### src/rtl/db9md_pad_reader.sv
// Two-port Mega Drive DB9 pad scanner behind a select splitter; six-button decode when DB9MD_SIX_BUTTON_EN is defined.
// Free-running with no backpressure: each port's word updates one clock after its last phase sample.
module db9md_pad_reader #(
  parameter int STEP_CYCLES = 500,
  parameter int IDLE_CYCLES = 100000
) (
  input  logic        clk,
  input  logic        RESET,
  input  logic [5:0]  joy_in,
  output logic        joy_split,
  output logic        joy_mdsel,
  output logic [15:0] joystick1,
  output logic [15:0] joystick2
);

  localparam int TMAX = (IDLE_CYCLES > STEP_CYCLES) ? IDLE_CYCLES : STEP_CYCLES;
  localparam int TW   = $clog2(TMAX);
  localparam logic [TW-1:0] IDLE_LAST = TW'(IDLE_CYCLES - 1);
  localparam logic [TW-1:0] STEP_LAST = TW'(STEP_CYCLES - 1);
`ifdef DB9MD_SIX_BUTTON_EN
  localparam logic [2:0] LAST_PH = 3'd7;
`else
  localparam logic [2:0] LAST_PH = 3'd1;
`endif

  typedef enum logic [1:0] {ST_IDLE, ST_SCAN1, ST_SCAN2} state_t;

  state_t        state;
  logic [2:0]    phase;
  logic [TW-1:0] timer;
  logic [11:0]   sh_btn;
  logic          sh_md;
`ifdef DB9MD_SIX_BUTTON_EN
  logic          sh_six;
  logic          nxt_six;
`endif
  logic [5:0]    smp;
  logic [11:0]   nxt_btn;
  logic          nxt_md;
  logic [15:0]   word;

  // Shadow state as it would look after this clock's sample, plus the gated output word.
  always_comb begin
    smp     = ~joy_in;
    nxt_btn = sh_btn;
    nxt_md  = sh_md;
`ifdef DB9MD_SIX_BUTTON_EN
    nxt_six = sh_six;
`endif
    case (phase)
      3'd0: begin
        nxt_btn[3:0] = {smp[0], smp[1], smp[2], smp[3]};
        nxt_btn[5:4] = smp[5:4];
      end
      3'd1: begin
        nxt_md       = smp[2] & smp[3];
        nxt_btn[7:6] = smp[5:4];
      end
`ifdef DB9MD_SIX_BUTTON_EN
      3'd5: nxt_six = sh_md & (&smp[3:0]);
      3'd6: nxt_btn[11:8] = {smp[0], smp[1], smp[2], smp[3]} & {4{sh_six}};
`endif
      default: ;
    endcase
    word = {4'h0, nxt_btn};
    if (!nxt_md) word[11:6] = 6'h00;
`ifndef DB9MD_SIX_BUTTON_EN
    word[11:8] = 4'h0;
`endif
  end

  always_ff @(posedge clk) begin
    if (RESET) begin
      state     <= ST_IDLE;
      phase     <= 3'd0;
      timer     <= '0;
      joy_split <= 1'b0;
      joy_mdsel <= 1'b1;
      joystick1 <= 16'h0000;
      joystick2 <= 16'h0000;
      sh_btn    <= 12'h000;
      sh_md     <= 1'b0;
`ifdef DB9MD_SIX_BUTTON_EN
      sh_six    <= 1'b0;
`endif
    end else begin
      case (state)
        ST_IDLE: begin
          if (timer == IDLE_LAST) begin
            timer     <= '0;
            state     <= ST_SCAN1;
            phase     <= 3'd0;
            joy_mdsel <= 1'b1;
            joy_split <= 1'b0;
          end else begin
            timer <= timer + 1'b1;
          end
        end
        default: begin
          if (timer == STEP_LAST) begin
            timer  <= '0;
            sh_btn <= nxt_btn;
            sh_md  <= nxt_md;
`ifdef DB9MD_SIX_BUTTON_EN
            sh_six <= nxt_six;
`endif
            if (phase == LAST_PH) begin
              // Split flips together with SELECT rising into the next port's P0.
              phase     <= 3'd0;
              joy_mdsel <= 1'b1;
              if (state == ST_SCAN1) begin
                joystick1 <= word;
                state     <= ST_SCAN2;
                joy_split <= 1'b1;
              end else begin
                joystick2 <= word;
                state     <= ST_IDLE;
                joy_split <= 1'b0;
              end
            end else begin
              phase     <= phase + 3'd1;
              joy_mdsel <= phase[0];
            end
          end else begin
            timer <= timer + 1'b1;
          end
        end
      endcase
    end
  end

endmodule

### config.mk
export PLATFORM = sky130hd
export DESIGN_NAME = db9md_pad_reader
export DESIGN_NICKNAME = d
export VERILOG_FILES = /design/src/rtl/db9md_pad_reader.sv
export SDC_FILE = /design/constraint.sdc
export NUM_CORES = 1
export LEC_CHECK = 0
export ABC_AREA = 1
export BUFFER_PORTS_ARGS = -buffer_cell sky130_fd_sc_hd__buf_2
export CORE_AREA = 2 2 89 91
export CTS_CLUSTER_SIZE = 20
export DETAILED_ROUTE_END_ITERATION = 6
export DIE_AREA = 0 0 91 93
export GPL_TIMING_DRIVEN = 0
export REMOVE_ABC_BUFFERS = 1
export SLEW_MARGIN = 0
export SYNTH_ARGS = -nofsm -noshare
export SYNTH_HDL_FRONTEND = slang
export SYNTH_SLANG_ARGS = --single-unit
### constraint.sdc
create_clock -name clk -period 3.1 [get_ports clk]
set_clock_uncertainty 0.05 [all_clocks]
set_input_delay 0.93 -clock clk [delete_from_list [all_inputs] [get_ports clk]]
set_output_delay 0.93 -clock clk [all_outputs]
set_load 0.02 [all_outputs]
* Word level (Yosys, flattened, before mapping)
Cells that the tools add are included.
** Cells by class
- Add/sub/neg operators :: 2
- Equality and inequality tests :: 5
- Multiplexer cells :: 25
- Bitwise logic cells :: 4
- Reduce and logical (&&, ||, !) cells :: 9
** Operators by type and width (count)
- $mux W17 :: 3
- $add A17 B1 Y17 const B :: 1
- $eq A17 B17 Y1 const B :: 1
- $eq A17 B9 Y1 const B :: 1
- $mux W2 :: 7
- $mux W3 :: 4
- $mux W1 :: 10
- $reduce_and A4 Y1 :: 2
- $mux W6 :: 1
- $not A6 Y6 :: 1
- $reduce_and A2 Y1 :: 2
- $reduce_bool A2 Y1 :: 2
- $add A3 B1 Y3 const B :: 1
- $eq A3 B1 Y1 const B :: 1
- $logic_not A3 Y1 :: 1
- $reduce_and A3 Y1 :: 1
- $eq A2 B1 Y1 const B :: 1
- $logic_not A2 Y1 :: 1
- $ne A2 B2 Y1 const B :: 1
- $not A1 Y1 :: 2
- $and A1 B1 Y1 :: 1
** Word-level totals
- Flip-flop bits (word level) :: 49
- Input port bits :: 8
- Output and inout bits :: 34
- Word-level logic and storage cells :: 54

* Depth between registers and ports, before layout
Gate-level depths: netlist of run 1.
- Depth after elaboration :: 5
- Mapped depth :: 11
- Gate-level depth less buffers :: 11

* Worst setup path after synthesis of run 1
OpenSTA, ideal clock, no wires.
- Kind :: input to register
- From :: input RESET
- To :: register phase[1]
- Library setup time :: 0.124 ns
- Arrival :: 1.657 ns
- Data required time :: 2.926 ns
- Slack :: 1.269 ns
- Stages on the path :: 5
- Path buffers :: 2
- Cells stage by stage :: buf_2 -> clkinv_1 -> nand3_2 -> buf_4 -> o22ai_1
** RTL lines
- start: declaration :: RTL line 8 : input logic RESET,
- end signal: assignment :: RTL line 121 : phase <= phase + 3'd1;
- end: declaration :: RTL line 29 : logic [2:0] phase;

==> results.txt, run 1 <==
- The flow ran to the end, and the final reports show no timing, DRC or antenna violations.
* DR iter-0 viols: 119
* Multi-input combinational cell area: 1190 um2
- Critical path type: in2reg
* Number of search-and-repair iterations in the first detailed-routing pass: 4
- For this run, the register share of the synthesized area comes to 0.379.
- The worst register-to-register path has a depth of 8.
* Area growth, synth to finish: 8.97%
* Die width: 91 um
- The mapped netlist covers 2540 um2.
* Highest clock frequency the design can meet: 0.414 GHz
- Largest net degree at the start of global routing: 28
- The share of total power dissipated in combinational logic is 0.047.
* CTS tree: built
* Final worst slack: 0.686 ns
- 0 antenna diodes ended up in the layout.
* Clock network fraction of design power: 0.414
- Clock latency on the worst-skew pair, taken at its later pin, is 0.30 ns.
- The worst hold path was traced through 2 stages.
- Via count of the first global-routing pass: 2032
- Destination of the worst hold path: sh_btn[2]
- In this run the register-to-register setup slack is 1.08 ns.
- # clock sinks: 48
* Setup violation total in the final timing report: 0
* Final hold viol count: 0
- The analysis attributes to net switching a power of 0.000259 W.
* TritonCTS buffer count: 5
* Share of the cycle needed by the critical path after routing: 0.779
- Worst setup EP type: flip-flop
- DIE AREA: 8460 um2
- Routed vias: 2214
- Remaining design rule violation count: 0
- Clock Path Buffers: 2
- Total area of sequential cells: 961 um2
- Standard cell core area: 7530 um2
- For this run, the total global-route usage over all layers was measured as 0.131.
- Seq pwr share: 0.539
- Summed over all cells, the static leakage comes to 1.21 nW.
* Count of hold-fix buffers inserted at cts: 0
* Maximum net fanout on the critical path: 27
* Worst Path Required: 3.26 ns
- Net count, final: 407
* Synthesis Warnings: 0
* Final weighted congestion of routability-driven global placement: 0.867
- The number of pins with negative max-slew slack in the final report was 0.
- Floorplan row count: 32
- The initial utilization of the core area, before any placement, comes to 0.337.
- Number of maximum-capacitance constraint violations: 0
* Startpoint of the most critical register-to-register path: timer[0]
- Headroom to the max-slew limit came out at 0.497.
* Post-DP HPWL: 3810 um
- Of the total power, the share spent switching nets is 0.224.
* Antenna Nets Post-Route: 0
* Die Y: 93 um
- After synthesis the netlist holds a flip-flop and latch count of 48.
* Global-route wire length before repair: 9140 um
- After clock tree synthesis, the clock-pin slew on the worst setup and hold paths is 0.09 ns.
- Wires add up to 5190 um.
* Number of gates resized after cts: 0
- In this run the power density over the cells is 417 nW/um2.
* Share of final-layout standard cells stronger than drive strength 1: 0.115
- Worst IR Drop VDD: 128 uV
- Antenna violations before repair: 0
- Setup repair after global routing left no endpoint under its margin.
* Number of I/O pins: 42
- The tree is rooted in a clkbuf_8.
* Number of fill cells: 813
* Port Buffer Count: 25
- Worst Hold Class: reg2reg
- After synthesis, the netlist uses 32 different library cells.
- Setup Total Neg Slack: 0 ns
- Fin crit period: 2.41 ns
- Postcts setup bufs: 0
* Vias per inst: 4.42
- Worst setup timing slack at the placement stage: 0.350 ns
* Worst R2R End: joystick1[0]
- The internal portion of the total power is 0.000896 W.
- Slew @ Worst Pin: 0.750 ns
* Arrival time of data at the critical path endpoint: 2.57 ns
- Grt ovf: 0
- The clock tree synthesis step divided the H-tree into 2 levels.
- Worst hold start: sh_btn[2]
* Drt wl/cell: 10.4 um
* Syn Area/Cell: 6.73 um2
- STA classifies the critical path startpoint as an input port.
* Synthesized netlist cell count: 377
==> synth_stat cells <==
library cell  count  area share
o21a_1            2      0.0059
and2_4            1      0.0035
nor3b_1           1      0.0030
o21ai_0           7       0.014
conb_1            1      0.0015
nor2_4            3       0.013
a31oi_1           1      0.0025
ha_1              1      0.0049
nand2_1          84        0.12
nor2_2            3      0.0074
o21ai_1           1      0.0020
dfxtp_1          48        0.38
nand3_1          22       0.043
inv_1            58       0.086
a21oi_1          14       0.028
clkinv_1          3      0.0044
or2_1             1      0.0025
nor2_1           58       0.086
nor3_1            9       0.018
buf_2             3      0.0059
buf_8             1      0.0059
xnor2_1           1      0.0035
o22ai_1           3      0.0074
nand3_2           1      0.0039
nand4_1          16       0.039
inv_2             2      0.0030
buf_4            20       0.059
buf_6             2      0.0089
xor2_1            6       0.021
nand3_4           1      0.0069
o211ai_1          1      0.0030
nand2_2           2      0.0049
==> cell type report <==
cell class | instances | area share
Clock buffer | 6 | 0.0299
Clock inverter | 2 | 0.0140
Inverter | 63 | 0.0855
Multi-Input combinational cell | 255 | 0.432
Sequential cell | 48 | 0.347
Tap cell | 102 | 0.0461
Timing Repair Buffer | 25 | 0.0452
==> state kept, by name, summed over array words and instances, names as in the netlist <==
name,count
timer,17
joystick2,8
sh_btn,8
joystick1,8
phase,3
state,1
joy_split,1
joy_mdsel,1
sh_md,1
==> worst max-delay path by stage <==
stage	from	end	slack, ns	cells past startpoint
finish	RESET	phase[2]	0.69	6
global route	RESET	phase[2]	0.47	6
CTS	RESET	phase[2]	0.68	6
detailed placement	RESET	phase[2]	0.35	6
global placement	RESET	phase[2]	0.35	6
floorplan	RESET	phase[2]	1.11	5
==> power by group through the flow <==
stage | registers [W] | logic (W) | clock network, W
6_report | 0.000622 | 0.0000542 | 0.000479
5_1_grt | 0.000623 | 0.0000617 | 0.000511
4_1_cts | 0.000622 | 0.0000543 | 0.000494
2_1_floorplan | 0.000636 | 0.0000393 | 0
3_3_place_gp | 0.000636 | 0.0000534 | 0
3_5_place_dp | 0.000636 | 0.0000540 | 0
==> worst max-delay path, cell delays in order <==
cell      delay (ns)
buf_2           0.21
clkinv_1        0.64
nand3_2         0.58
nand2_1         0.09
nand2_1         0.08
inv_1           0.04
==> routing by layer <==
metal,vias to the layer above,GRT usage,share of wire
li1,1184,-,-
met1,966,0.167,0.47
met2,58,0.217,0.46
met3,6,0.0306,0.050
met4,0,0.0455,0.016
met5,-,0,0
==> cells in the final DEF (no fill, tap or decap), drive strengths merged, types with 6 or more instances in the layout <==
| cell | synthesis | final |
|---|---|---|
| nand2 | 86 | 86 |
| nor2 | 64 | 64 |
| inv | 60 | 60 |
| dfxtp | 48 | 48 |
| buf | 26 | 25 |
| nand3 | 24 | 24 |
| nand4 | 16 | 16 |
| conb | 1 | 16 |
| a21oi | 14 | 14 |
| nor3 | 9 | 9 |
| o21ai | 8 | 8 |
| xor2 | 6 | 6 |
| clkbuf | 0 | 6 |
==> per-stage QoR <==
stage / instances / util / hold slack (ns) / total power, W / instance area, um2
after floorplan: 366 / - / 0.368 / 0.000675 / 2390
after global routing: 501 / 0.368 / 0.421 / 0.00120 / 2770
final: 501 / 0.368 / 0.402 / 0.00115 / 2770
after global placement: 493 / 0.351 / 0.380 / 0.000690 / 2650
after detailed placement: 493 / 0.351 / 0.388 / 0.000690 / 2650
after CTS: 501 / 0.368 / 0.404 / 0.00117 / 2770
==> cell families after synthesis <==
| logic type | count (synthesis) | share of synthesized area |
|---|---|---|
| flops | 48 | 0.379 |
| other cells | 1 | 0.00148 |
| buf+inv | 89 | 0.173 |
| compound gates | 29 | 0.0621 |
| simple gates | 202 | 0.356 |
| fa+ha+maj | 1 | 0.00493 |
| xor+xnor | 7 | 0.0242 |
(Power assumes the default switching activity.)
==> run 2: changes to the inputs <==
Settings changed: ABC_AREA 1 to 0, CORE_AREA 2 2 89 91 to 2 2 87 89, DIE_AREA 0 0 91 93 to 0 0 89 91.
Clock period 3.1 ns to 1.95 ns, I/O delays scaled along.
==> run 2 against run 1 <==
  * Highest routed layer unchanged
  * Largest cell class unchanged
  * Core utilization up 3.6 points
  * Clock power up 28%
  * Synthesized cell count down 25%
  * Sequential power up 60%
==> results.txt, run 2 <==
* Global-route wire length before repair: 9350 um (+2.3%)
- Most used cells in the layout excluding fill and tap cells: dfxtp_1 (37), o21ai_0 (31), buf_2 (25), nand3_1 (18), conb_1 (16)
- The cell area reported after detailed placement was 2560 um2 (-3.3%).
* Arrival time of data at the critical path endpoint: 2.05 ns (-0.52 ns)
* Area growth, synth to finish: 17.9%
- The share of async-settable or async-resettable flops after synthesis is 0 (unchanged).
- Synthesized netlist cell count: 281 (-25%)
- Vias per inst: 5.21 (+18%)
- The flow ran to the end, and the final reports show no timing, DRC or antenna violations.
- The register cell area after layout came to 980 um2 (+2.0%).
- Antenna violations before repair: 0 (unchanged)
- The post-layout utilization of the core came to 0.404 (+0.0362).
* Number of search-and-repair iterations in the first detailed-routing pass: 4 (unchanged)
- The top-level port count came to 42 (unchanged).
* Number of flip-flops under the largest register name: 17 (unchanged)
- Grt ovf: 0 (unchanged)
- # diodes: 0 (unchanged)
* Top post-synthesis cells by count: dfxtp_1 (48), o21ai_0 (31), nand3_1 (19), buf_4 (17)
- The highest fanout seen on the critical path is 8 (-70%).
- The worst-case clock buffer depth came to 2 (unchanged).
- The number of warnings issued by yosys is 0 (unchanged).
- The register clock-pin slew on the reported worst setup and hold paths was 0.09 ns (about the same).
* Cell type contributing the most total cell area after synthesis: dfxtp_1
* Reg-to-reg setup timing slack: 0.06 ns (-1.02 ns)
* Worst Path Required: 2.11 ns (-1.15 ns)
- The remaining routing DRC violations came to 0 (unchanged).
- Post-DP HPWL: 3510 um (-7.9%)
- The die span in x was 89 um (-2.2%).
- The path class of the tightest hold or removal check is reg2reg.
* Multi-input combinational cell area: 1460 um2 (+22%)
* Clk_lat worst skew: 0.31 ns (about the same)
* Highest clock frequency the design can meet: 0.528 GHz
- The count of cells along the worst hold path is 2 (unchanged).
- Sequential share of the synthesized area: 0.393 (+0.0145)
- The overall routed net length came to 5650 um (+8.8%).
* TritonCTS buffer count: 5 (unchanged)
- Clock tree synthesis selected as its root buffer the cell clkbuf_8.
- The post-synthesis instance area was 2440 um2 (-3.7%).
* Destination of the worst hold path: joystick2[7]
* Net count, final: 316 (-22%)
- The weighted congestion reported at the end of routability-driven placement is 0.751 (-13%).
- Share of the cycle needed by the critical path after routing: 0.970
- Among all stages on the critical path, the largest delay is contributed by nor4_4.
- Final design area excluding fillers: 2880 um2 (+4.2%)
* Htree depth: 2 (unchanged)
- The power density over the cells was 597 nW/um2 (+43%).
- Worst R2R End: sh_btn[2]
- The number of pins with negative max-slew slack in the final report was 0 (unchanged).
* Top area cells in the synthesized netlist: dfxtp_1 (39%), o21ai_0 (6.3%), buf_4 (5.2%), nand3_1 (3.9%), a21oi_1 (2.9%)
* DIE AREA: 8100 um2 (-4.3%)
- The startpoint identified for the worst register-to-register timing path is timer[13].
- TritonCTS built the clock tree.
- The starting density of the core came to 0.343 (+0.00530).
* Routed vias: 2122 (-4.2%)
- The number of failing setup endpoints in the final timing report was 0 (unchanged).
- The count of filler cells inserted in the layout was 758 (-6.8%).
- The number of enable flip-flop cells after synthesis was 0 (unchanged).
* DR iter-0 viols: 101 (-15%)
* Via count of the first global-routing pass: 1940 (-4.5%)
- The die outline height is 91 um (-2.2%).
- The worst slew margin relative to its limit is 0.325 (-0.172).
* Share of final-layout standard cells stronger than drive strength 1: 0.282 (+0.167)
* Post-synth top area share: 0.393 (+0.0145)
* Count of distinct cell types in the synthesized netlist: 48 (+50%)
- Standard cell core area: 7140 um2 (-5.2%)
- Syn Area/Cell: 8.70 um2 (+29%)
- The worst setup path is captured at a flip-flop.
- The library cell used most frequently in the layout, excluding fill and tap cells, is dfxtp_1.
- Number of maximum-capacitance constraint violations: 0 (unchanged)
* Count of hold-fix buffers inserted at cts: 0 (unchanged)
- Worst setup timing slack at the placement stage: -0.912 ns (-1.26 ns)
- Number of cells on the worst reg-to-reg path: 4 (-4)
- Port Buffer Count: 25 (unchanged)
- The cell leakage power was 1.04 nW (-14%).
- Largest stage delay on the critical path: 0.44 ns (-0.20 ns)
* Element type at the critical path start: flip-flop
* Drt wl/cell: 13.9 um (+34%)
- The total of flip-flops plus latches after synthesis was 48 (unchanged).
* Critical path type: reg2reg
* Leading cell type by number of instances after synthesis: dfxtp_1
- Traced cell by cell, the critical path runs through nor4_4 > nand3_4 > nor3_4 > mux2_2.
* Fin crit period: 1.89 ns
- The number of nets still failing antenna checks after routing was 0 (unchanged).
* Final worst slack: 0.0578 ns (-0.628 ns)
- Most instantiated flip-flop cell in the synthesis netlist: dfxtp_1
- # clock sinks: 48 (unchanged)
- Largest net degree at the start of global routing: 61 (+120%)
* Worst IR Drop VDD: 211 uV (+65%)
* Slew @ Worst Pin: 1.01 ns (+0.262 ns)
- The post-route worst hold slack came to 0.424 ns (+0.0214 ns).
- The total routing usage reported by global routing is 0.146 (+0.0149).
- Final hold viol count: 0 (unchanged)
* Floorplan row count: 31 (-3.1%)
- The critical path starts at timer[13].
* Worst hold start: joystick2[7]
- Ranked by flip-flop count, first place goes to timer.
[run 2: worst max-delay path, delay by kind of cell (launching register included)]
family / cells / cell delay [ns]
AND/OR/NAND/NOR: 3 / 1.00
multiplexers: 1 / 0.36
flip-flops: 1 / 0.37
[run 2: per-stage QoR]
step	power, W	std cells	TNS, ns
5_1_grt	0.00180	407	-0.0170
3_3_place_gp	0.00111	385	-39.39
6_report	0.00172	407	0
2_1_floorplan	0.00107	261	-10.11
4_1_cts	0.00174	404	0
3_5_place_dp	0.00111	385	-26.92
[run 2: what timing repair did]
| action | CTS | global route |
|---|---|---|
| setup endpoints to repair | 48 | 43 |
| resized for setup | 18 | 12 |
| setup buffers | 9 | 3 |
| gates cloned | 2 | 0 |
| pin swaps | 5 | 5 |
[run 2: layout make-up]
type	instances	area share
Sequential cell	48	0.340
Clock inverter	3	0.00825
Timing Repair Buffer	37	0.0747
Clock buffer	5	0.0239
Multi-Input combinational cell	212	0.506
Tap cell	99	0.0430
Inverter	3	0.00391
[run 2: routing by layer]
metal / GRT usage / up-vias / wire, um
li1: - / 1050 / -
met1: 0.198 / 1011 / 2620
met2: 0.228 / 56 / 2670
met3: 0.0336 / 5 / 306
met4: 0.0435 / 0 / 53
met5: 0 / - / 0
[run 2: how the worst max path moves through the flow]
stage,end,slack (ns)
after floorplan,phase[0],-0.56
after global placement,phase[1],-1.55
after detailed placement,phase[0],-0.91
after CTS,timer[15],0.02
after global routing,timer[15],-0.02
final,sh_btn[2],0.06
[run 2: kinds of logic after synthesis]
| family | synth area share |
|---|---|
| AOI/OAI and AO/OA | 0.154 |
| xor gates and xnor gates | 0.0358 |
| adders and majority gates | 0.00512 |
| buffers and inverters | 0.0860 |
| DFF | 0.393 |
| muxes | 0.0476 |
| other | 0.00153 |
| and+or+nand+nor | 0.277 |
[run 2: power by group]
part	internal, W	leakage, nW	total [W]	switching (W)
clock network	0.000254	0.0404	0.000612	0.000358
registers	0.000984	0.393	0.000993	0.00000984
logic	0.0000317	0.611	0.000114	0.0000818
